File: config.mk
export PLATFORM = sky130hd
export DESIGN_NAME = cluster_count_scheduler
export DESIGN_NICKNAME = d
export VERILOG_FILES = /design/src/rtl/cluster_count_scheduler.sv
export SDC_FILE = /design/constraint.sdc
export NUM_CORES = 1
export LEC_CHECK = 0
export CAP_MARGIN = 20
export CORE_MARGIN = 5
export CORE_UTILIZATION = 30
export CTS_CLUSTER_DIAMETER = 40
export DETAILED_ROUTE_END_ITERATION = 16
export PLACE_DENSITY = 0.56
export SKIP_CTS_REPAIR_TIMING = 1
export SYNTH_ARGS = -nofsm -noshare
export SYNTH_HDL_FRONTEND = slang
export SYNTH_SLANG_ARGS = --single-unit
File: constraint.sdc
create_clock -name clock4x -period 1.95 [get_ports clock4x]
set_input_delay 0.39 -clock clock4x [delete_from_list [all_inputs] [get_ports clock4x]]
set_output_delay 0.39 -clock clock4x [all_outputs]
set_load 0.01 [all_outputs]
File: src/rtl/cluster_count_scheduler.sv
// Cluster readout scheduler. Lines each BX strobe up with the cluster counter's
// result, queues one entry per BX, and then hands out one readout slot per
// cluster to the packer over a valid/ready handshake.
module cluster_count_scheduler #(
  parameter int CNT_LATENCY  = 9,
  parameter int MAX_CLUSTERS = 8,
  parameter int FIFO_DEPTH   = 4
) (
  input  logic        clock4x,
  input  logic        reset_n,
  input  logic        enable_i,
  input  logic        bx_strobe_i,
  input  logic [10:0] cnt_i,
  input  logic        slot_ready_i,
  output logic        slot_valid_o,
  output logic [2:0]  slot_idx_o,
  output logic        slot_last_o,
  output logic        bx_overflow_o,
  output logic        bx_done_o,
  output logic        fifo_full_o,
  output logic [7:0]  drop_cnt_o
);

  localparam int PTR_W = $clog2(FIFO_DEPTH);
  localparam logic [10:0] MAX_CNT = 11'(MAX_CLUSTERS);
  localparam logic [3:0]  MAX_N   = 4'(MAX_CLUSTERS);

  typedef enum logic [1:0] {IDLE, LOAD, ISSUE} state_t;

  state_t             state;
  logic [CNT_LATENCY-1:0] strobe_line;
  logic               tap;
  logic [3:0]         q_n   [FIFO_DEPTH];
  logic               q_ovf [FIFO_DEPTH];
  logic [PTR_W:0]     wr_ptr;
  logic [PTR_W:0]     rd_ptr;
  logic               q_empty;
  logic               q_full;
  logic               push_req;
  logic               pop;
  logic               push_ok;
  logic               in_ovf;
  logic [3:0]         in_n;
  logic [3:0]         head_n;
  logic               head_ovf;
  logic [3:0]         n_r;

  // The strobe reaches the tap exactly when the counter result for that BX is valid.
  assign tap = strobe_line[CNT_LATENCY-1];

  // The extra pointer bit tells a full queue apart from an empty one.
  assign q_empty     = (wr_ptr == rd_ptr);
  assign q_full      = (wr_ptr[PTR_W] != rd_ptr[PTR_W]) &&
                       (wr_ptr[PTR_W-1:0] == rd_ptr[PTR_W-1:0]);
  assign fifo_full_o = q_full;

  // Counts above the budget are clipped; the full 11-bit count sets the flag.
  assign in_ovf   = (cnt_i > MAX_CNT);
  assign in_n     = in_ovf ? MAX_N : cnt_i[3:0];
  assign push_req = tap && enable_i;
  assign pop      = (state == LOAD);
  // A pop in the same cycle frees the slot the push needs, so no drop then.
  assign push_ok  = push_req && (!q_full || pop);

  assign head_n   = q_n[rd_ptr[PTR_W-1:0]];
  assign head_ovf = q_ovf[rd_ptr[PTR_W-1:0]];

  // Shift the BX strobe along the counter-latency delay line.
  always_ff @(posedge clock4x or negedge reset_n) begin
    if (!reset_n) begin
      strobe_line <= '0;
    end else begin
      strobe_line <= {strobe_line[CNT_LATENCY-2:0], bx_strobe_i};
    end
  end

  // Queue storage; contents only matter between the pointers, so no reset needed.
  always_ff @(posedge clock4x) begin
    if (push_ok) begin
      q_n[wr_ptr[PTR_W-1:0]]   <= in_n;
      q_ovf[wr_ptr[PTR_W-1:0]] <= in_ovf;
    end
  end

  // Queue pointers and the saturating count of samples lost to a full queue.
  always_ff @(posedge clock4x or negedge reset_n) begin
    if (!reset_n) begin
      wr_ptr     <= '0;
      rd_ptr     <= '0;
      drop_cnt_o <= '0;
    end else begin
      if (push_ok) begin
        wr_ptr <= wr_ptr + 1'b1;
      end
      if (pop) begin
        rd_ptr <= rd_ptr + 1'b1;
      end
      if (push_req && !push_ok && (drop_cnt_o != 8'hFF)) begin
        drop_cnt_o <= drop_cnt_o + 8'd1;
      end
    end
  end

  // Readout FSM: load one BX entry, then offer its slots one at a time.
  always_ff @(posedge clock4x or negedge reset_n) begin
    if (!reset_n) begin
      state         <= IDLE;
      n_r           <= '0;
      slot_valid_o  <= 1'b0;
      slot_idx_o    <= '0;
      slot_last_o   <= 1'b0;
      bx_overflow_o <= 1'b0;
      bx_done_o     <= 1'b0;
    end else begin
      bx_done_o <= 1'b0;
      case (state)
        IDLE: begin
          if (!q_empty) begin
            state <= LOAD;
          end
        end
        LOAD: begin
          n_r <= head_n;
          if (head_n == 4'd0) begin
            bx_done_o <= 1'b1;
            state     <= IDLE;
          end else begin
            slot_valid_o  <= 1'b1;
            slot_idx_o    <= 3'd0;
            slot_last_o   <= (head_n == 4'd1);
            bx_overflow_o <= head_ovf;
            state         <= ISSUE;
          end
        end
        ISSUE: begin
          if (slot_ready_i) begin
            if (slot_last_o) begin
              slot_valid_o  <= 1'b0;
              slot_idx_o    <= 3'd0;
              slot_last_o   <= 1'b0;
              bx_overflow_o <= 1'b0;
              bx_done_o     <= 1'b1;
              state         <= IDLE;
            end else begin
              slot_idx_o  <= slot_idx_o + 3'd1;
              slot_last_o <= (({1'b0, slot_idx_o} + 4'd2) == n_r);
            end
          end
        end
        default: begin
          state <= IDLE;
        end
      endcase
    end
  end

endmodule

# Word-level counts from Yosys, hierarchy flattened
# Memory sizes are Yosys's and may differ from the RTL's.
# Index checks and enable logic that the tools add are counted.
# word_totals
in_bits,16
output_inout_bits,16
regBits,36
ramBits,20
n_memories,2
elab_cells,71
# memory_table
memory,depth,word_bits,rd,rd_ports_with_merged_regs,wr,line,text
q_n,4,4,1,0,1,33,logic [3:0] q_n [FIFO_DEPTH];
q_ovf,4,1,1,0,1,34,logic q_ovf [FIFO_DEPTH];
# classes
n_lt_le_gt_ge,1
n_eq_ne,12
n_mux,26
n_addsub,5
reduce_logical,14
# op_table
op,n
$mux 1,12
$gt 11x4->1 const B,1
$add 3x1->3 const B,3
$mux 3,3
$add 8x1->8 const B,1
$mux 2,4
$ne 2x2->1 const B,4
$ne 8x8->1 const B,1
$pmux 1 s2,4
$pmux 2 s3,1
$pmux 3 s2,1
$reduce_and 3->1,2
$logic_and 1x1->1,5
$add 3x2->4 const B,1
$eq 4x1->1 const B,1
$eq 4x4->1,1
$logic_not 4->1,1
$mux 4,1
$reduce_and 4->1,1
$eq 3x3->1,1
$eq 2x1->1 const B,1
$eq 2x2->1,1
$eq 2x2->1 const B,1
$logic_not 1->1,2
4 further kinds,4

# Longest topological paths before layout
# logic_depth
ltp_word,8
mapped_depth,7
ltp_nobuf,6

# Worst setup path after synthesis
# OpenSTA, ideal clock, no wires.
# synth_path
path_kind,register -> register
from,register rd_ptr[0]
to,register slot_idx_o[0]
path_slack_ns,-0.003
arrival_ns,1.824
synth_period_minus_slack_ns,1.953
t_required_ns,1.821
path_stages_with_launch,6
path_buffers,1
setup_ns,0.129
cell_sequence,dfrtp_1 -> buf_6 -> mux4_2 -> or4_4 -> o21ai_0 -> nand3_1
# synth_via
elab_chain_cells,4
# synth_rtl
item,line,text
from (decl),36,logic [PTR_W:0] rd_ptr;
from (signal assigned),96,rd_ptr <= rd_ptr + 1'b1;
$mem_v2 4x4,--,
$logic_not 4->1,124,if (head_n == 4'd0) begin
$ne 2x2->1 (no line),--,
$reduce_and 3->1 (no line),--,
to (signal assigned),145,slot_idx_o <= slot_idx_o + 3'd1;
to (decl),16,"output logic [2:0] slot_idx_o,"
# No other way between the ends.
# A chain may end at the register's enable or synchronous reset.

# Worst setup path after layout
# layout_path
from,register rd_ptr[0]
to,register slot_idx_o[2]
# The elaborated chain is that of the path after synthesis.

==> metrics.md <==
| Metric | Value |
|---|---|
| Pwr Total | `3.99 mW` |
| Switch share | `34.6%` |
| Count leader, synth | `dfrtp_1` |
| Worst Clk Skew | `6.04 ps` |
| Synth unique cells | `40` |
| Die area | `10300 µm²` |
| Io pins | `32` |
| Drt pass-1 iters | `4` |
| H-tree depth | `2` |
| Syn_area_per_cell | `13.6 µm²` |
| Combinational share of power | `between 40% and 50%` |
| Busiest layer in global routing | `met2` |
| Clk pwr share | `15.6%` |
| RSZ-0062 raised after global routing | `yes` |
| Pin count of the biggest net entering global routing | `37` |
| CP Capture Type | `flop` |
| Top cells by area, synth | `dfrtp_1 36%, edfxtp_1 24%, ha_1 5.5%, xor2_1 4.2%, mux2_2 2.7%` |
| I/O Buffers | `31` |
| Clock-pin transition on the worst setup and hold timing paths | `90 ps` |
| Grt ovf | `0` |
| Critical path class | `flop to flop` |
| Synth Area in XOR/XNOR | `6.60%` |
| Largest family of logic cells by synthesized area | `simple AND/OR/NAND/NOR gates` |
| Data arrival, critical path | `2210 ps` |
| Status | `finished with violations` |
| Clk buf depth | `2` |
| Area growth from synthesis to layout | `25.8%` |
| Max Fclk | `roughly 510 MHz` |
| VDD IR max | `404 µV` |
| Failing checks | `setup timing` |
| Hold Crit Class | `flop to flop` |
| Antenna violations before repair | `0` |
| Vias in the first global route | `1519` |
| Critical path peak fanout | `4` |
| Routability Congestion | `between 0.7 and 0.8` |
| Vias per std cell | `4.73` |
| Cell taking the most area after synthesis | `dfrtp_1` |
| Layout cells sized above 1 | `a little under a fifth` |
| Slowest cell delay on critical path | `560 ps` |
| Mapped Cells | `185` |
| Die H | `102 µm` |
| TritonCTS clock tree | `done` |
| Net Switching | `1.38 mW` |
| Fillers | `780` |
| CTS sink cnt | `56` |
| CP top delay family | `multiplexers` |
| Slew headroom | `69.6%` |
| Buffers plus inverters on the worst setup path | `1` |
| Core footprint | `8220 µm²` |
| Post-DP HPWL | `3330 µm` |
| Predominant post-synthesis flop cell | `dfrtp_1` |
| Slew Viols, Final | `0` |
| #FFs+latches synth | `between 50 and 60` |
| Fin. Hold Viols | `0` |
| Met2 usage | `approximately an eighth` |
| Post-synthesis simple-gate area fraction | `12.1%` |
| Most common library cells after synthesis | `36 x dfrtp_1, 20 x edfxtp_1, 12 x xor2_1, 11 x ha_1, 11 x nand3_1` |
| CP cell instances | `buf_6 -> mux4_2 -> or4_4 -> o21ai_2 -> a22o_1` |
| Row Count | `33` |
| CP Launch Type | `flop` |
| First-pass GRT wire length | `7420 µm` |
| Starting Density | `30.7%` |
| Worst-margin pin slew | `456 ps` |
| Seq/Total Area, Yosys | `59.6%` |
| Tmin final | `1960 ps` |
| Iteration-0 DRC Markers | `27` |
| Global routing met3 resource utilization | `2.96%` |
| Setup Viol. Count Final | `2` |
| Async SR Flop Fraction | `between 60% and 70%` |
| Number of nets in the layout | `260` |
| Die Wd | `102 µm` |
| Multi-input gate area | `995 µm²` |
| Post-layout util | `38.6%` |
| Clk_lat worst skew | `around 310 ps` |
| Post-synthesis compound-gate area fraction | `6.75%` |
| Mapped Area | `2520 µm²` |
| Mux share of post-synthesis cell area | `~7.4%` |
| Yosys top cell area share | `35.7%` |
| Slowest cell on crit path | `mux4_2` |
| Final WS setup | `-13.1 ps` |
| Clk root buf | `clkbuf_8` |
| DRC errors left | `0` |
| Syn Nets | `212` |
| Sequential share of power | `42.7%` |
| Pleak | `approximately 1.3 nW` |
| Post-synth EDFFs | `20` |
| Antenna viol nets, final | `0` |
| Average wire per standard cell | `around 13 µm` |
| Final period utilization | `101%` |
| Adder-cell share of the synthesized area | `5.46%` |
| M1 GR Usage | `a little over an eighth` |
| Tot GR Track Use | `slightly above 9%` |
| Antenna cell count | `0` |
| Via count | `1604` |
| YS warnings | `0` |
| P_int | `approximately 2.6 mW` |
| WP data required | `2200 ps` |
| Routed WL | `4450 µm` |
| Max Cap Viol | `0` |
| Register area | `1500 µm²` |
| PD cells | `1260 nW/µm²` |
| Cts bufs inserted | `5` |
worst register-to-register path, cell delays in order, from the launching register on:
cell,delay (ps)
dfrtp_2,380
buf_6,120
mux4_2,560
or4_4,570
o21ai_2,130
a22o_1,150
placed cells by master, fill, tap and decap left out, types with 3 or more instances in the layout:
cell	instances
a21boi_0	3
and2_1	7
buf_4	13
clkbuf_8	5
clkdlybuf4s50_1	30
dfrtp_1	34
edfxtp_1	20
ha_1	11
inv_1	8
mux2_2	6
mux4_2	4
nand2_1	8
nand3_1	11
nor2_1	5
nor3_1	5
o21ai_0	4
xnor2_1	7
xor2_1	12
path summary, 6_finish.rpt:
check                                         start                   endpoint  slack, ps  depth (start not counted)
setup / recovery              rd_ptr[0]$_DFFE_PN0N_  slot_idx_o[2]$_DFFE_PN0P_        -10                          5
hold / removal             strobe_line[6]$_DFF_PN0_   strobe_line[7]$_DFF_PN0_        350                          0
setup reg to reg              rd_ptr[0]$_DFFE_PN0N_  slot_idx_o[2]$_DFFE_PN0P_        -10                          5
hold reg to reg            strobe_line[6]$_DFF_PN0_   strobe_line[7]$_DFF_PN0_        350                          0
max in group asynchronous                   reset_n      rd_ptr[0]$_DFFE_PN0N_       1120                          2
min in group asynchronous                   reset_n   strobe_line[5]$_DFF_PN0_        490                          2
flip-flops by register name, indices dropped and copies added, names as in the netlist:
signal and count:
state 2, bx_overflow_o 1, q_n 16, bx_done_o 1, q_ovf 4, strobe_line 9, drop_cnt_o 8, slot_valid_o 1
rd_ptr 3, wr_ptr 3, slot_idx_o 3, n_r 4, slot_last_o 1
kinds of logic (layout without fill, tap and decap cells):
family                     Yosys count  in the layout
and+or+nand+nor                     53             53
xor gates and xnor gates            19             19
buffers and inverters               12             61
DFF                                 56             56
AOI/OAI and AO/OA                   23             23
muxes                               11             11
adders and majority gates           11             11
metal layers:
metal	up-vias	share of wire [%]
li1	778	-
met1	781	50
met2	38	43
met3	7	5.3
met4	0	1.7
met5	-	0
per-stage QoR:
stage                     setup WS [ps]  TNS (ps)  cell area, µm²  hold WS [ps]  cells
after floorplan                   -3.26     -3.26            2530          94.4    185
after global routing              -90.9      -300            3170           363    339
final                             -13.1     -17.4            3170           354    339
after detailed placement          -64.5      -105            3050           336    330
after global placement            -52.1     -52.1            3050           334    330
after CTS                          -336      -501            3140           359    338
final cells by class:
| cell class | count | area share [%] |
|---|---|---|
| Multi-Input combinational cell | 117 | 31.4 |
| Inverter | 8 | 0.947 |
| Clock buffer | 6 | 2.33 |
| Sequential cell | 56 | 47.4 |
| Clock inverter | 2 | 0.513 |
| Timing Repair Buffer | 45 | 13.3 |
| Tap cell | 105 | 4.14 |
power groups by stage:
stage	combinational (mW)	clock [mW]	sequential [mW]
after detailed placement	1.63	0	1.74
after floorplan	1.06	0	1.68
after global placement	1.60	0	1.73
after global routing	1.85	0.707	1.74
after CTS	1.63	0.650	1.71
final	1.66	0.622	1.70
No activity file was read; power rests on OpenSTA's default activity.
